`src/rtl/branch_predictor_pht_pkg.sv`:
```
// Shared constants and helpers for the pattern history table and the fetch-stage index pipe.
package branch_predictor_pht_pkg;

    localparam int unsigned MAX_PC_BITS    = 64;
    localparam int unsigned MAX_INDEX_BITS = 32;

    // Reset value of a counter: weakly not-taken (0 for a 1-bit counter).
    function automatic int unsigned weak_nt(input int unsigned ctr_bits);
        return (32'd1 << (ctr_bits - 32'd1)) - 32'd1;
    endfunction

    function automatic int unsigned ctr_max(input int unsigned ctr_bits);
        return 32'((64'd1 << ctr_bits) - 64'd1);
    endfunction

    // gshare hash: word-aligned PC bits XOR zero-extended history, masked to the table depth.
    function automatic logic [MAX_INDEX_BITS-1:0] index_hash(
        input logic [MAX_PC_BITS-1:0]    pc,
        input logic [MAX_INDEX_BITS-1:0] ghr,
        input int unsigned               index_bits
    );
        logic [MAX_INDEX_BITS-1:0] pc_bits;
        logic [MAX_INDEX_BITS-1:0] mask;
        pc_bits = MAX_INDEX_BITS'(pc >> 2);
        mask    = MAX_INDEX_BITS'((64'd1 << index_bits) - 64'd1);
        return (pc_bits ^ ghr) & mask;
    endfunction

endpackage

```
`src/rtl/branch_predictor_pht_if.sv`:
```
// Lookup and update bus between the fetch/execute stages and the pattern history table.
interface branch_predictor_pht_if #(
    parameter int unsigned PC_BITS    = 32,
    parameter int unsigned INDEX_BITS = 6
);
    logic [PC_BITS-1:0]    lookup_pc;
    logic                  lookup_taken;
    logic [INDEX_BITS-1:0] lookup_index;
    logic                  update_en;
    logic [INDEX_BITS-1:0] update_index;
    logic                  update_taken;

    modport master (
        output lookup_pc, update_en, update_index, update_taken,
        input  lookup_taken, lookup_index
    );

    modport slave (
        input  lookup_pc, update_en, update_index, update_taken,
        output lookup_taken, lookup_index
    );
endinterface

```
`src/rtl/branch_predictor_pht_sat_ctr_next.sv`:
```
// Next-state logic for one unsigned saturating counter.
module sat_ctr_next
    import branch_predictor_pht_pkg::*;
#(
    parameter int unsigned CTR_BITS = 2
) (
    input  logic [CTR_BITS-1:0] count,
    input  logic                taken,
    output logic [CTR_BITS-1:0] next_count_c
);
    localparam logic [CTR_BITS-1:0] CTR_MAX = CTR_BITS'(ctr_max(CTR_BITS));

    always_comb begin
        next_count_c = count;
        if (taken) begin
            if (count != CTR_MAX) next_count_c = count + CTR_BITS'(1);
        end else begin
            if (count != '0) next_count_c = count - CTR_BITS'(1);
        end
    end
endmodule

```
`src/rtl/branch_predictor_pht.sv`:
```
// Pattern history table of saturating counters with optional gshare history.
module branch_predictor_pht
    import branch_predictor_pht_pkg::*;
#(
    parameter int unsigned CTR_BITS   = 2,
    parameter int unsigned INDEX_BITS = 6,
    parameter int unsigned HIST_BITS  = 4,
    parameter int unsigned PC_BITS    = 32
) (
    input  logic                   clock,
    input  logic                   reset,
    branch_predictor_pht_if.slave  bus
);
    localparam int unsigned         DEPTH     = 1 << INDEX_BITS;
    localparam logic [CTR_BITS-1:0] RESET_VAL = CTR_BITS'(weak_nt(CTR_BITS));

    logic [CTR_BITS-1:0]   table_q [DEPTH];
    logic [INDEX_BITS-1:0] ghr_ext;
    logic [INDEX_BITS-1:0] lookup_index_c;
    logic [CTR_BITS-1:0]   ctr_next_c;

    if (CTR_BITS < 1) begin : g_bad_ctr
        $error("CTR_BITS must be at least 1");
    end
    if (HIST_BITS > INDEX_BITS) begin : g_bad_hist
        $error("HIST_BITS must not exceed INDEX_BITS");
    end
    if (PC_BITS < INDEX_BITS + 2) begin : g_bad_pc
        $error("PC_BITS must be at least INDEX_BITS+2");
    end

    // History is only committed from resolved branches, so it never needs repair.
    if (HIST_BITS == 0) begin : g_bimodal
        assign ghr_ext = '0;
    end else begin : g_ghr
        logic [HIST_BITS-1:0] ghr_q;
        always_ff @(posedge clock) begin
            if (reset) begin
                ghr_q <= '0;
            end else if (bus.update_en) begin
                ghr_q <= HIST_BITS'({ghr_q, bus.update_taken});
            end
        end
        assign ghr_ext = INDEX_BITS'(ghr_q);
    end

    assign lookup_index_c = INDEX_BITS'(index_hash(MAX_PC_BITS'(bus.lookup_pc),
                                                   MAX_INDEX_BITS'(ghr_ext), INDEX_BITS));
    assign bus.lookup_index = lookup_index_c;
    assign bus.lookup_taken = table_q[lookup_index_c][CTR_BITS-1];

    sat_ctr_next #(.CTR_BITS(CTR_BITS)) u_sat_ctr_next (
        .count        (table_q[bus.update_index]),
        .taken        (bus.update_taken),
        .next_count_c (ctr_next_c)
    );

    // Flop array rather than RAM: whole-table reset in one cycle and an unregistered read.
    always_ff @(posedge clock) begin
        if (reset) begin
            for (int i = 0; i < int'(DEPTH); i++) table_q[i] <= RESET_VAL;
        end else if (bus.update_en) begin
            table_q[bus.update_index] <= ctr_next_c;
        end
    end
endmodule

```
`src/flat_wrapper.sv`:
```
// flat-port wrapper written by rule: the top's interface ports become plain ports
module branch_predictor_pht_flat import branch_predictor_pht_pkg::*;
#(
    parameter int unsigned CTR_BITS   = 2,
    parameter int unsigned INDEX_BITS = 6,
    parameter int unsigned HIST_BITS  = 4,
    parameter int unsigned PC_BITS    = 32
)
  (clock, reset, bus_lookup_pc, bus_update_en, bus_update_index, bus_update_taken, bus_lookup_taken, bus_lookup_index);
  branch_predictor_pht_if #(.PC_BITS(PC_BITS), .INDEX_BITS(INDEX_BITS)) bus_i ();
  input  logic clock;
  input  logic reset;
  input wire logic [$bits(bus_i.lookup_pc)-1:0] bus_lookup_pc;
  input wire logic [$bits(bus_i.update_en)-1:0] bus_update_en;
  input wire logic [$bits(bus_i.update_index)-1:0] bus_update_index;
  input wire logic [$bits(bus_i.update_taken)-1:0] bus_update_taken;
  output wire logic [$bits(bus_i.lookup_taken)-1:0] bus_lookup_taken;
  output wire logic [$bits(bus_i.lookup_index)-1:0] bus_lookup_index;
  assign bus_i.lookup_pc = bus_lookup_pc;
  assign bus_i.update_en = bus_update_en;
  assign bus_i.update_index = bus_update_index;
  assign bus_i.update_taken = bus_update_taken;
  assign bus_lookup_taken = bus_i.lookup_taken;
  assign bus_lookup_index = bus_i.lookup_index;
  branch_predictor_pht #(.CTR_BITS(CTR_BITS), .INDEX_BITS(INDEX_BITS), .HIST_BITS(HIST_BITS), .PC_BITS(PC_BITS)) u_core (.clock(clock), .reset(reset), .bus(bus_i));
endmodule
```
`config.mk`:
```
export PLATFORM = sky130hd
export DESIGN_NAME = branch_predictor_pht_flat
export DESIGN_NICKNAME = d
export VERILOG_FILES = /design/src/rtl/branch_predictor_pht_pkg.sv /design/src/rtl/branch_predictor_pht_if.sv /design/src/rtl/branch_predictor_pht_sat_ctr_next.sv /design/src/rtl/branch_predictor_pht.sv /design/src/flat_wrapper.sv
export SDC_FILE = /design/constraint.sdc
export NUM_CORES = 1
export LEC_CHECK = 0
export BUFFER_PORTS_ARGS = -buffer_cell sky130_fd_sc_hd__buf_2
export CORE_UTILIZATION = 50
export DETAILED_ROUTE_END_ITERATION = 7
export GPL_TIMING_DRIVEN = 0
export HOLD_SLACK_MARGIN = 0.05
export PLACE_DENSITY = 0.74
export REMOVE_ABC_BUFFERS = 1
export SKIP_LAST_GASP = 1
export SYNTH_ARGS = -nofsm -noshare
export SYNTH_HDL_FRONTEND = slang
export SYNTH_SLANG_ARGS = --single-unit
```
`constraint.sdc`:
```
create_clock -name clock -period 8.4 [get_ports clock]
set_input_delay 0 -clock clock [delete_from_list [all_inputs] [get_ports clock]]
set_output_delay 0 -clock clock [all_outputs]
set_load 0.02 [all_outputs]
```
# ---- Word-level counts from Yosys, hierarchy flattened
# Memories as Yosys holds them, arrays and structs flattened.
# Index checks and enable logic that the tools add are counted.
dict set report word_totals {
  ram_bits 128
  ff_bits 4
  mem_count 1
  word_cells 19
  output_inout_bits 7
  in_bits 42
}
dict set report op_classes {
  n_eq_ne 1
  addsub 2
  n_reduce_logical 2
  bitwise_logic 1
  mux 11
}
# memory words width rd rd_ports_with_merged_regs wr line
set mem_list {}
lappend mem_list {u_core.table_q 64 2 2 0 64 branch_predictor_pht.sv:17} ;# logic [CTR_BITS-1:0] table_q [DEPTH];
# operator count
set ops {}
lappend ops {{2-to-1 mux 2 bit} 4}
lappend ops {{2-to-1 mux 1 bit} 6}
lappend ops {{2-to-1 mux 6 bit} 1}
lappend ops {{XOR 6 x 4 -> 6 bit} 1}
lappend ops {{adder 2 x 1 -> 2 bit (second input constant)} 1}
lappend ops {{inequality test 2 bit (second input constant)} 1}
lappend ops {{nonzero test 2 bit} 1}
lappend ops {{OR reduction 2 bit} 1}
lappend ops {{subtractor 2 x 1 -> 2 bit (second input constant)} 1}

# ---- Logic depth before layout (Yosys ltp)
# Gate-level depths: netlist (run 1).
dict set report logic_depth {
  word_depth 5
  depth_mapped 12
  ltp_nobuf 7
}

# ---- By module
# Synthesis (run 1) repeated with hierarchy kept, for this count alone.
dict set report hier_totals {
  cells_unflattened 662
  hier_area_um2 7165.6
}
# module seq_area_each_um2 area_per_inst_um2 instances cells_each
set modules_own_cells {}
lappend modules_own_cells {branch_predictor_pht 3923.8 7139.3 1 659}
lappend modules_own_cells {sat_ctr_next 0.0 26.3 1 3}

# ---- Worst setup path before layout (run 1)
# No wires, ideal clock.
dict set report synth_path {
  kind {register to output}
  from {register u_core.g_ghr.ghr_q[0]}
  to {output bus_lookup_taken}
  required_time_ns 8.400
  n_path_buf 1
  stages_incl_launch_ff 6
  setup_slack_ns 5.388
  arrival_ns 3.012
  cell_sequence {dfxtp_1 -> xor2_1 -> buf_2 -> mux4_2 -> mux4_2 -> mux4_2}
}
dict set report synth_via {
  elab_chain_cells 2
}
# element line
set synth_lines {}
lappend synth_lines {{from (decl)} branch_predictor_pht.sv:36} ;# logic [HIST_BITS-1:0] ghr_q;
lappend synth_lines {{from (signal assigned)} branch_predictor_pht.sv:41} ;# ghr_q <= HIST_BITS'({ghr_q, bus.update_taken});
lappend synth_lines {{XOR 6 x 4 -> 6 bit} branch_predictor_pht_pkg.sv:26} ;# return (pc_bits ^ ghr) & mask;
lappend synth_lines {{via bus_lookup_index[0]} flat_wrapper.sv:18} ;# output wire logic [$bits(bus_i.lookup_index)-1:0] bus_lookup_index;
lappend synth_lines {{memory read (64 x 2 bit)} n/a}
lappend synth_lines {{to (decl)} flat_wrapper.sv:17} ;# output wire logic [$bits(bus_i.lookup_taken)-1:0] bus_lookup_taken;
# The timed path passes the listed nets, and every way through them passes these cells.

==> run summary, run 1 <==
### STA
- 3988 ps — post-layout minimum cycle time
- 0 — final setup fails
- 0.4747 — final cycle utilization of the critical path
- 0.2508 GHz — highest clock rate
- false — setup repair after global routing missed its margin
- 1349 ps — Worst Max-Slew Pin Slew
- 7.940 ps — Clock Skew
- 0 — total count of hold-check failures in the final report
- 0 — max-slew violation count
- 0.09882 — slew margin rel.
- 4412 ps — slack of the critical path
- 0 ps — Total Neg Setup Slack
- 191.5 ps — worst hold margin

### Pwr
- 208.2 nW/um^2 — total power per unit cell area
- 0.002589 uW — leakage power summed over all cells
- 1664 uW — final total power
- 0.1607 mV — IR drop worst, VDD

### Yosys
- 0 — proportion of synthesized flip-flops having asynchronous set or reset
- 0 — Yosys warnings
- sky130_fd_sc_hd__edfxtp_1, sky130_fd_sc_hd__nand2_1, sky130_fd_sc_hd__nor2_1 — list of most frequent post-synthesis cells
- 7362 um^2 — Post-Synthesis Cell Area
- 55 — Yosys cell types
- 128 — number of flops mapped to enable cells by yosys
- sky130_fd_sc_hd__edfxtp_1, sky130_fd_sc_hd__mux4_2, sky130_fd_sc_hd__nand2_1 — Area contributors post-synth
- 0.5330 — share of synthesized area occupied by flip-flops and latches
- 648 — number of instances in the synthesized netlist
- 11.36 um^2 — synthesized area divided by synthesized cell count
- 132 — flip-flop and latch count after synthesis
- sky130_fd_sc_hd__edfxtp_1 — Most used DFF post-synth
- 0.5221 — share of the synthesized area in the top cell type
- sky130_fd_sc_hd__edfxtp_1 — top cell type by total area after synthesis
- sky130_fd_sc_hd__edfxtp_1 — count leader, synth

### Placement
- 7413 um^2 — Post-Place Cell Area
- 4253 ps — Setup Slack @ Placement
- 12810 um — placed wire-length estimate after detailed placement
- 22 — I/O Buffers
- 0.9468 — weighted congestion reported at the end of routability-driven placement

### Worst setup path
- simple AND/OR/NAND/NOR gates — top cell family by delay on the critical path
- bus_update_index[0] — Worst setup startpoint
- in2reg — critical setup path kind
- 8 — total number of cells along the worst setup path
- 4110 ps — data arrival time of the worst path
- sky130_fd_sc_hd__nor2b_1 — master of the slowest instance on the critical path
- 5070 ps — setup slack, reg-to-reg
- input port — CP Launch Type
- register — critical path endpoint category
- 8520 ps — required time reported for the critical path endpoint
- buf_2 -> nor2b_1 -> a22oi_1 -> and3_1 -> a311oi_1 -> and4b_1 -> maj3_2 -> nand4_1 — Cell Chain, Critical Path
- 1120 ps — Worst path max stage delay
- u_core.table_q[63][1]$_SDFFCE_PN0P_ — worst r2r src
- 1 — combined buffer and inverter count along the critical path
- 64 — maximum fanout along the worst path
- 7 — worst-case reg-to-reg path depth
- u_core.table_q[14][0]$_SDFFCE_PN1P_ — worst reg2reg endpoint

### Routing
- 6 — drt first pass iters
- 5637 — total number of vias
- 869 — number of design-rule violations left by the first detailed-router iteration
- 6.891 — via/cell ratio
- 0 — Post-route DRC
- 20440 um — total length of routed wires
- 24.99 um — routed length per instance
- 0 — antenna viol nets, final

### Clocking
- sky130_fd_sc_hd__clkbuf_16 — Root Buffer Master
- 3 — cts-stage hold buffer count
- 60 ps — Clk pin slew, worst setup/hold paths
- 430 ps — latest clock arrival within the worst-skew pair
- 0 — number of setup buffers added after CTS
- 17 — number of buffers created by CTS
- done — clock tree from TritonCTS
- 132 — CTS sink count
- 2 — Clock Tree Buf Depth
- 0 — post-CTS resize count
- 4 — total number of H-tree levels

### Final layout
- 1146 — filler cell count in the final layout
- 3924 um^2 — area used by sequential logic in the layout
- 668 — final-stage net count
- 0 — ant diodes
- 3093 um^2 — Multi-input gate area
- 7991 um^2 — post-route standard cell area excluding fillers
- 0.2022 — fraction of layout cells with a size suffix above 1
- 8.549% — Layout area overhead

### Hold path
- u_core.table_q[26][0]$_SDFFCE_PN1P_ — Endpoint, Worst Hold
- 4 — hold-critical path depth
- bus_update_index[3] — hold path startpoint
- in2reg — Hold Path Class

### GRT
- 73 — largest net degree at the start of global routing
- 5475 — vias in the first global route
- 0.2870 — total routing resource utilization after global routing
- 0 — global route overflow
- 0 — number of antenna violations at the first check in global routing
- 30880 um — global-route wire length before repair

### Floorplan
- 15210 um^2 — Die Outline Area
- 123.3 um — overall die height
- 49 — number of top-level pins
- 43 — Placement Rows
- 0.5223 — initial core utilization
- 123.3 um — die width
- 14100 um^2 — core area

### Run
- 0 — Max-Cap Viols

### Run status
- complete, no violations — run status

[through the flow]
step / cells / util
6_report: 818 / 0.5669
5_1_grt: 818 / 0.5669
4_1_cts: 818 / 0.5669
3_5_place_dp: 784 / 0.5259
3_3_place_gp: 781 / 0.5194
2_1_floorplan: 579 / -
[layout make-up]
class                      count  share of cell area
tap                          180             0.02818
inverter                       5            0.002349
timing repair buffer          28             0.02286
clock inverter                12             0.01440
clock buffer                  19             0.05417
sequential                   132              0.4910
multi-input combinational    442              0.3870
[cell families after synthesis]
kind of cell / share of synthesized area
compound gates: 0.08498
xor+xnor: 0.004760
fa+ha+maj: 0.002889
buf+inv: 0.05354
flops: 0.5330
mux: 0.1135
simple gates: 0.2073
[per-layer routing]
layer,global-route usage,vias to the layer above,part of all wire
li1,-,2377,-
met1,0.3607,2746,0.37
met2,0.4396,422,0.47
met3,0.07196,92,0.10
met4,0.1890,0,0.051
met5,0,-,0
[power breakdown]
group / internal, uW / switching, uW
clock network: 428 / 272
registers: 741 / 11.5
logic: 73.2 / 138
[registers in the layout, indices dropped and copies added (netlist names)]
name / cells
u_core.table_q: 128
u_core.g_ghr.ghr_q: 4
[cell usage in the layout, fill, tap and decap left out, types with 3 or more instances in the layout]
master / synthesis / layout
sky130_fd_sc_hd__clkinvlp_4: 0 / 3
sky130_fd_sc_hd__edfxtp_1: 128 / 128
sky130_fd_sc_hd__and3_1: 5 / 5
sky130_fd_sc_hd__a21oi_1: 6 / 6
sky130_fd_sc_hd__a22oi_1: 16 / 16
sky130_fd_sc_hd__or2_2: 28 / 28
sky130_fd_sc_hd__nor3b_1: 6 / 4
sky130_fd_sc_hd__nand3_1: 42 / 42
sky130_fd_sc_hd__nor3_1: 38 / 37
sky130_fd_sc_hd__mux4_2: 26 / 26
sky130_fd_sc_hd__a221oi_1: 10 / 10
sky130_fd_sc_hd__mux2i_1: 16 / 16
sky130_fd_sc_hd__a221o_1: 3 / 3
sky130_fd_sc_hd__nand2b_1: 28 / 28
sky130_fd_sc_hd__dlygate4sd3_1: 0 / 3
sky130_fd_sc_hd__nor2_1: 66 / 66
sky130_fd_sc_hd__nand3b_1: 3 / 3
sky130_fd_sc_hd__clkbuf_16: 0 / 17
sky130_fd_sc_hd__o21bai_1: 6 / 6
sky130_fd_sc_hd__nor2b_1: 4 / 4
sky130_fd_sc_hd__buf_2: 15 / 22
sky130_fd_sc_hd__inv_1: 5 / 5
sky130_fd_sc_hd__a22o_1: 8 / 8
sky130_fd_sc_hd__o21ai_0: 4 / 4
sky130_fd_sc_hd__o22ai_1: 4 / 4
sky130_fd_sc_hd__dfxtp_1: 4 / 4
sky130_fd_sc_hd__a21o_1: 5 / 5
sky130_fd_sc_hd__nand2_1: 66 / 66
sky130_fd_sc_hd__clkinv_2: 0 / 5
sky130_fd_sc_hd__mux2_2: 8 / 8
sky130_fd_sc_hd__nor4_1: 5 / 4
sky130_fd_sc_hd__nand4_1: 4 / 4
sky130_fd_sc_hd__a311oi_1: 3 / 3
[worst max-delay path by stage]
stage                                                endpoint
after global placement    u_core.table_q[10][1]$_SDFFCE_PN0P_
after floorplan                              bus_lookup_taken
final                     u_core.table_q[14][0]$_SDFFCE_PN1P_
after global routing      u_core.table_q[62][0]$_SDFFCE_PN1P_
after detailed placement  u_core.table_q[14][0]$_SDFFCE_PN1P_
after CTS                 u_core.table_q[14][0]$_SDFFCE_PN1P_
[worst min-delay path, stage by stage]
cell	delay (ps)
sky130_fd_sc_hd__buf_2	200
sky130_fd_sc_hd__nand2_1	100
sky130_fd_sc_hd__nor2_1	110
sky130_fd_sc_hd__nand3_1	90
Power figures use the tool's default switching activity.
==> inputs of run 2 (changes only) <==
PLACE_DENSITY = 0.76   (was 0.74)
clock period = 3.4 ns   (was 8.4 ns; I/O delays follow)
==> run summary, run 2 (synthesis results as in run 1) <==
### Run status
- complete, no violations — run status, unchanged

### STA
- 150.2 ps — slack of the critical path, was 4412 ps
- 7.011 ps — Clock Skew, was 7.940 ps
- 183.6 ps — worst hold margin, was 191.5 ps
- 0 ps — Total Neg Setup Slack, unchanged
- 1223 ps — Worst Max-Slew Pin Slew, was 1349 ps
- 0.9558 — final cycle utilization of the critical path
- 3250 ps — post-layout minimum cycle time
- 0.3077 GHz — highest clock rate
- false — setup repair after global routing missed its margin, unchanged
- 0 — total count of hold-check failures in the final report, unchanged
- 0 — max-slew violation count, unchanged
- 0.1847 — slew margin rel., was 0.09882
- 0 — final setup fails, unchanged

### Worst setup path
- register — critical path endpoint category, unchanged
- bus_update_index[0] — Worst setup startpoint, unchanged
- in2reg — critical setup path kind, unchanged
- u_core.table_q[48][0]$_SDFFCE_PN1P_ — worst r2r src, was u_core.table_q[63][1]$_SDFFCE_PN0P_
- input port — CP Launch Type, unchanged
- buf_2 -> nor2_1 -> a22oi_1 -> o21ai_0 -> a2111o_1 -> nor4_1 -> maj3_2 -> buf_12 -> nor3_1 — Cell Chain, Critical Path, was buf_2 -> nor2b_1 -> a22oi_1 -> and3_1 -> a311oi_1 -> and4b_1 -> maj3_2 -> nand4_1
- compound AO/OA/AOI/OAI gates — top cell family by delay on the critical path, was simple AND/OR/NAND/NOR gates
- 280 ps — setup slack, reg-to-reg, was 5070 ps
- sky130_fd_sc_hd__maj3_2 — master of the slowest instance on the critical path, was sky130_fd_sc_hd__nor2b_1
- u_core.table_q[31][1]$_SDFFCE_PN0P_ — worst reg2reg endpoint, was u_core.table_q[14][0]$_SDFFCE_PN1P_
- 710 ps — Worst path max stage delay, was 1120 ps
- 3390 ps — data arrival time of the worst path, was 4110 ps
- 38 — maximum fanout along the worst path, was 64
- 2 — combined buffer and inverter count along the critical path, was 1
- 8 — worst-case reg-to-reg path depth, was 7
- 3540 ps — required time reported for the critical path endpoint, was 8520 ps
- 9 — total number of cells along the worst setup path, was 8

### Routing
- 5627 — total number of vias, was 5637
- 0 — antenna viol nets, final, unchanged
- 24.62 um — routed length per instance, was 24.99 um
- 6.854 — via/cell ratio, was 6.891
- 20220 um — total length of routed wires, was 20440 um
- 8 — drt first pass iters, was 6
- 925 — number of design-rule violations left by the first detailed-router iteration, was 869
- 0 — Post-route DRC, unchanged

### Final layout
- 0.2075 — fraction of layout cells with a size suffix above 1, was 0.2022
- sky130_fd_sc_hd__edfxtp_1, sky130_fd_sc_hd__nor2_1, sky130_fd_sc_hd__nand2_1 — highest-count cells in the layout ignoring fill and taps, unchanged
- 128 — number of flip-flops under the largest register name, unchanged
- 0.5716 — fraction of the core area covered by cells at the end of the flow, was 0.5669
- sky130_fd_sc_hd__edfxtp_1 — leading cell type in the layout, fill and taps excluded, unchanged
- u_core.table_q — register bank with the most flops, unchanged
- u_core.table_q x128, u_core.g_ghr.ghr_q x4 — largest registers, unchanged
- 670 — final-stage net count, was 668
- 1151 — filler cell count in the final layout, was 1146
- 0 — ant diodes, unchanged
- 9.449% — Layout area overhead, was 8.549%
- 8058 um^2 — post-route standard cell area excluding fillers, was 7991 um^2

### Hold path
- in2reg — Hold Path Class, unchanged
- bus_update_index[3] — hold path startpoint, unchanged
- u_core.table_q[26][0]$_SDFFCE_PN1P_ — Endpoint, Worst Hold, unchanged
- 4 — hold-critical path depth, unchanged

### Clocking
- done — clock tree from TritonCTS, unchanged
- 430 ps — latest clock arrival within the worst-skew pair, about the same
- 17 — number of buffers created by CTS, unchanged
- 2 — Clock Tree Buf Depth, unchanged
- 132 — CTS sink count, unchanged
- 60 ps — Clk pin slew, worst setup/hold paths, about the same
- sky130_fd_sc_hd__clkbuf_16 — Root Buffer Master, unchanged
- 4 — total number of H-tree levels, unchanged

### Placement
- 22 — I/O Buffers, unchanged
- 7401 um^2 — Post-Place Cell Area, was 7413 um^2
- 12680 um — placed wire-length estimate after detailed placement, was 12810 um
- 0.9162 — weighted congestion reported at the end of routability-driven placement, was 0.9468
- -692.1 ps — Setup Slack @ Placement, was 4253 ps

### Floorplan
- 123.3 um — die width, unchanged
- 15210 um^2 — Die Outline Area, unchanged
- 0.5223 — initial core utilization, unchanged
- 14100 um^2 — core area, unchanged
- 49 — number of top-level pins, unchanged
- 123.3 um — overall die height, unchanged
- 43 — Placement Rows, unchanged

### GRT
- 73 — largest net degree at the start of global routing, unchanged
- 0 — number of antenna violations at the first check in global routing, unchanged
- 5572 — vias in the first global route, was 5475
- 0 — global route overflow, unchanged
- 31250 um — global-route wire length before repair, was 30880 um
- 0.2861 — total routing resource utilization after global routing, was 0.2870

### Pwr
- 0.002629 uW — leakage power summed over all cells, was 0.002589 uW
- 0.3854 mV — IR drop worst, VDD, was 0.1607 mV
- 521.9 nW/um^2 — total power per unit cell area, was 208.2 nW/um^2

### Run
- 0 — Max-Cap Viols, unchanged

run 2: power by group:
part	internal [uW]	leakage (uW)	switching (uW)	total, uW
registers	1830	0.00123	27.9	1860
clock network	1140	0.000285	675	1810
logic	190	0.00111	346	536
run 2: through the flow:
step | total power [uW] | cells
2_1_floorplan | 2189 | 579
3_3_place_gp | 2365 | 781
3_5_place_dp | 2397 | 783
4_1_cts | 4195 | 820
5_1_grt | 4299 | 821
6_report | 4206 | 821
run 2: worst max path at each step:
stage                                     endpoint  slack [ps]
2_1_floorplan                     bus_lookup_taken        -200
5_1_grt        u_core.table_q[14][1]$_SDFFCE_PN0P_         100
3_3_place_gp   u_core.table_q[34][1]$_SDFFCE_PN0P_       -1520
4_1_cts        u_core.table_q[31][1]$_SDFFCE_PN0P_           1
6_report       u_core.table_q[31][1]$_SDFFCE_PN0P_         150
3_5_place_dp   u_core.table_q[14][0]$_SDFFCE_PN1P_        -690
run 2: what timing repair did:
| action | CTS | global route |
|---|---|---|
| hold endpoints to repair | 4 | 0 |
| resized for setup | 1 | 3 |
| hold buffers | 3 | 0 |
| pin swaps | 1 | 0 |
| setup buffers | 2 | 0 |
| endpoints found under the setup margin | 65 | 100 |
| gates cloned | 0 | 0 |
run 2: area by class of cell:
cell class / count / area (um^2) / area share
Clock buffer: 19 / 432.9 / 0.05373
Sequential cell: 132 / 3924 / 0.4870
Inverter: 5 / 18.77 / 0.002329
Multi-Input combinational cell: 442 / 3098 / 0.3845
Timing Repair Buffer: 30 / 219.0 / 0.02717
Clock inverter: 13 / 140.1 / 0.01739
Tap cell: 180 / 225.2 / 0.02795
run 2: tightest hold or removal path, cell delays in order:
cell and delay [ps]:
sky130_fd_sc_hd__buf_2 190, sky130_fd_sc_hd__nand2_1 100, sky130_fd_sc_hd__nor2_1 110, sky130_fd_sc_hd__nand3_1 90
run 2: routing by layer:
metal	wire length (um)	vias up	global-route usage	part of all wire
met5	0	-	0	0
met4	1065	0	0.1852	0.053
met3	2397	93	0.08349	0.12
met2	9537	419	0.4473	0.47
met1	7216	2731	0.3455	0.36
li1	-	2384	-	-
==> inputs of run 3 (changes only) <==
RECOVER_POWER = 50   (was default)
==> run summary, run 3 (synthesis results as in run 1) <==
### Run status
- finished, violations left — run status, was complete, no violations
- max-capacitance violations, max-slew violations — violations in the final reports

### Floorplan
- 49 — number of top-level pins, unchanged
- 0.5223 — initial core utilization, unchanged
- 123.3 um — die width, unchanged
- 43 — Placement Rows, unchanged
- 15210 um^2 — Die Outline Area, unchanged
- 14100 um^2 — core area, unchanged
- 123.3 um — overall die height, unchanged

### Worst setup path
- sky130_fd_sc_hd__nor2b_1 — master of the slowest instance on the critical path, was sky130_fd_sc_hd__maj3_2
- 900 ps — Worst path max stage delay, was 710 ps
- 3510 ps — required time reported for the critical path endpoint, was 3540 ps
- 3290 ps — data arrival time of the worst path, was 3390 ps
- in2reg — critical setup path kind, unchanged
- u_core.table_q[48][0]$_SDFFCE_PN1P_ — worst r2r src, unchanged
- u_core.table_q[51][1]$_SDFFCE_PN0P_ — worst reg2reg endpoint, was u_core.table_q[31][1]$_SDFFCE_PN0P_
- input port — CP Launch Type, unchanged
- clkbuf_4 -> nor2b_1 -> a221oi_1 -> o22ai_1 -> a22o_1 -> or4_1 -> maj3_4 -> nand3_1 — Cell Chain, Critical Path, was buf_2 -> nor2_1 -> a22oi_1 -> o21ai_0 -> a2111o_1 -> nor4_1 -> maj3_2 -> buf_12 -> nor3_1
- register — critical path endpoint category, unchanged
- 8 — worst-case reg-to-reg path depth, unchanged
- 320 ps — setup slack, reg-to-reg, was 280 ps
- 64 — maximum fanout along the worst path, was 38

### Final layout
- u_core.table_q x128, u_core.g_ghr.ghr_q x4 — largest registers, unchanged
- 670 — final-stage net count, unchanged
- 0 — ant diodes, unchanged
- 9.127% — Layout area overhead, was 9.449%
- 0.1934 — fraction of layout cells with a size suffix above 1, was 0.2075
- u_core.table_q — register bank with the most flops, unchanged
- sky130_fd_sc_hd__edfxtp_1 — leading cell type in the layout, fill and taps excluded, unchanged
- sky130_fd_sc_hd__edfxtp_1, sky130_fd_sc_hd__nor2_1, sky130_fd_sc_hd__nand2_1 — highest-count cells in the layout ignoring fill and taps, unchanged
- 8034 um^2 — post-route standard cell area excluding fillers, was 8058 um^2
- 128 — number of flip-flops under the largest register name, unchanged

### STA
- 0 — final setup fails, unchanged
- 178.2 ps — worst hold margin, was 183.6 ps
- 0 — total count of hold-check failures in the final report, unchanged
- 9 — max-slew violation count, was 0
- 1555 ps — Worst Max-Slew Pin Slew, was 1223 ps
- 3183 ps — post-layout minimum cycle time, was 3250 ps
- false — setup repair after global routing missed its margin, unchanged
- -0.04656 — slew margin rel., was 0.1847
- 217.2 ps — slack of the critical path, was 150.2 ps
- 0.9361 — final cycle utilization of the critical path, was 0.9558
- 0.3142 GHz — highest clock rate, was 0.3077 GHz
- 6.942 ps — Clock Skew, was 7.011 ps
- 0 ps — Total Neg Setup Slack, unchanged

### GRT
- 73 — largest net degree at the start of global routing, unchanged
- 0.2861 — total routing resource utilization after global routing, unchanged
- 0 — global route overflow, unchanged
- 5572 — vias in the first global route, unchanged
- 0 — number of antenna violations at the first check in global routing, unchanged
- 31250 um — global-route wire length before repair, unchanged

### Clocking
- 132 — CTS sink count, unchanged
- 17 — number of buffers created by CTS, unchanged
- 60 ps — Clk pin slew, worst setup/hold paths, about the same
- 2 — Clock Tree Buf Depth, unchanged
- 4 — total number of H-tree levels, unchanged
- done — clock tree from TritonCTS, unchanged
- sky130_fd_sc_hd__clkbuf_16 — Root Buffer Master, unchanged
- 420 ps — latest clock arrival within the worst-skew pair, was 430 ps

### Hold path
- u_core.table_q[26][0]$_SDFFCE_PN1P_ — Endpoint, Worst Hold, unchanged
- bus_update_index[3] — hold path startpoint, unchanged
- 4 — hold-critical path depth, unchanged
- in2reg — Hold Path Class, unchanged

### Routing
- 935 — number of design-rule violations left by the first detailed-router iteration, was 925
- 24.57 um — routed length per instance, was 24.62 um
- 0 — antenna viol nets, final, unchanged
- 7 — drt first pass iters, was 8
- 0 — Post-route DRC, unchanged
- 5633 — total number of vias, was 5627
- 20170 um — total length of routed wires, was 20220 um
- 6.861 — via/cell ratio, was 6.854

### Pwr
- 0.3842 mV — IR drop worst, VDD, was 0.3854 mV
- 4200 uW — final total power, was 4206 uW
- 0.002606 uW — leakage power summed over all cells, was 0.002629 uW
- 522.8 nW/um^2 — total power per unit cell area, was 521.9 nW/um^2

### Placement
- 12680 um — placed wire-length estimate after detailed placement, unchanged
- 7401 um^2 — Post-Place Cell Area, unchanged
- 0.9162 — weighted congestion reported at the end of routability-driven placement, unchanged
- 22 — I/O Buffers, unchanged
- -692.1 ps — Setup Slack @ Placement, unchanged

### Run
- 1 — Max-Cap Viols, was 0

[run 3: cell types whose count changed in the layout (fill, tap and decap cells not counted)]
| cell | before | now |
|---|---|---|
| sky130_fd_sc_hd__clkbuf_1 | 2 | 9 |
| sky130_fd_sc_hd__buf_2 | 20 | 15 |
| sky130_fd_sc_hd__buf_4 | 1 | 0 |
| sky130_fd_sc_hd__buf_6 | 1 | 0 |
| sky130_fd_sc_hd__nor4_1 | 4 | 5 |
| sky130_fd_sc_hd__nor4_2 | 1 | 0 |
| sky130_fd_sc_hd__or2_0 | 0 | 1 |
| sky130_fd_sc_hd__or2_2 | 28 | 27 |
[run 3: final cells by class]
cell class	instances	area, um^2
Inverter	5	18.77
Clock buffer	19	432.9
Timing Repair Buffer	30	201.4
Tap cell	180	225.2
Multi-Input combinational cell	442	3092
Sequential cell	132	3924
Fill cell	1158	6062
Clock inverter	13	140.1
[run 3: layer usage]
metal | wire [um] | part of all wire | vias to the layer above | global-route usage
met3 | 2487 | 0.12 | 100 | 0.08349
met1 | 7076 | 0.35 | 2700 | 0.3455
met5 | 0 | 0 | - | 0
met2 | 9569 | 0.47 | 442 | 0.4473
li1 | - | - | 2391 | -
met4 | 1040 | 0.052 | 0 | 0.1852
[run 3: timing repair]
item	in CTS	in global routing
endpoints found under the setup margin	65	100
hold buffers	3	0
setup buffers	2	0
pin swaps	1	0
endpoints found under the hold margin	4	0
gates resized for setup	1	3
[run 3: worst max-delay path by stage]
| stage | startpoint | cells past startpoint | slack, ps | to |
|---|---|---|---|---|
| 2_1_floorplan | u_core.g_ghr.ghr_q[0]$_SDFFE_PP0P_ | 4 | -200 | bus_lookup_taken |
| 3_5_place_dp | bus_update_index[1] | 8 | -690 | u_core.table_q[14][0]$_SDFFCE_PN1P_ |
| 3_3_place_gp | bus_update_index[1] | 8 | -1520 | u_core.table_q[34][1]$_SDFFCE_PN0P_ |
| 6_report | bus_update_index[1] | 8 | 220 | u_core.table_q[18][0]$_SDFFCE_PN1P_ |
| 5_1_grt | bus_update_index[0] | 9 | 90 | u_core.table_q[51][1]$_SDFFCE_PN0P_ |
| 4_1_cts | bus_update_index[2] | 9 | 1 | u_core.table_q[31][1]$_SDFFCE_PN0P_ |
[run 3: power breakdown]
part           internal (uW)  switching, uW  total [uW]
clock network           1140            673        1810
logic                    187            345         532
registers               1830           27.9        1860
[run 3: per-stage QoR]
step / util / cells
4_1_cts: 0.5699 / 820
6_report: 0.5699 / 821
3_5_place_dp: 0.5250 / 783
2_1_floorplan: - / 579
3_3_place_gp: 0.5194 / 781
5_1_grt: 0.5699 / 821
[run 3: critical path, delay by kind of cell]
kind,cells,cell delay [ps]
AND/OR/NAND/NOR,3,1220
AO/OA/AOI/OAI,3,790
adder cells (fa/ha/maj),1,720
buffers and inverters,1,480
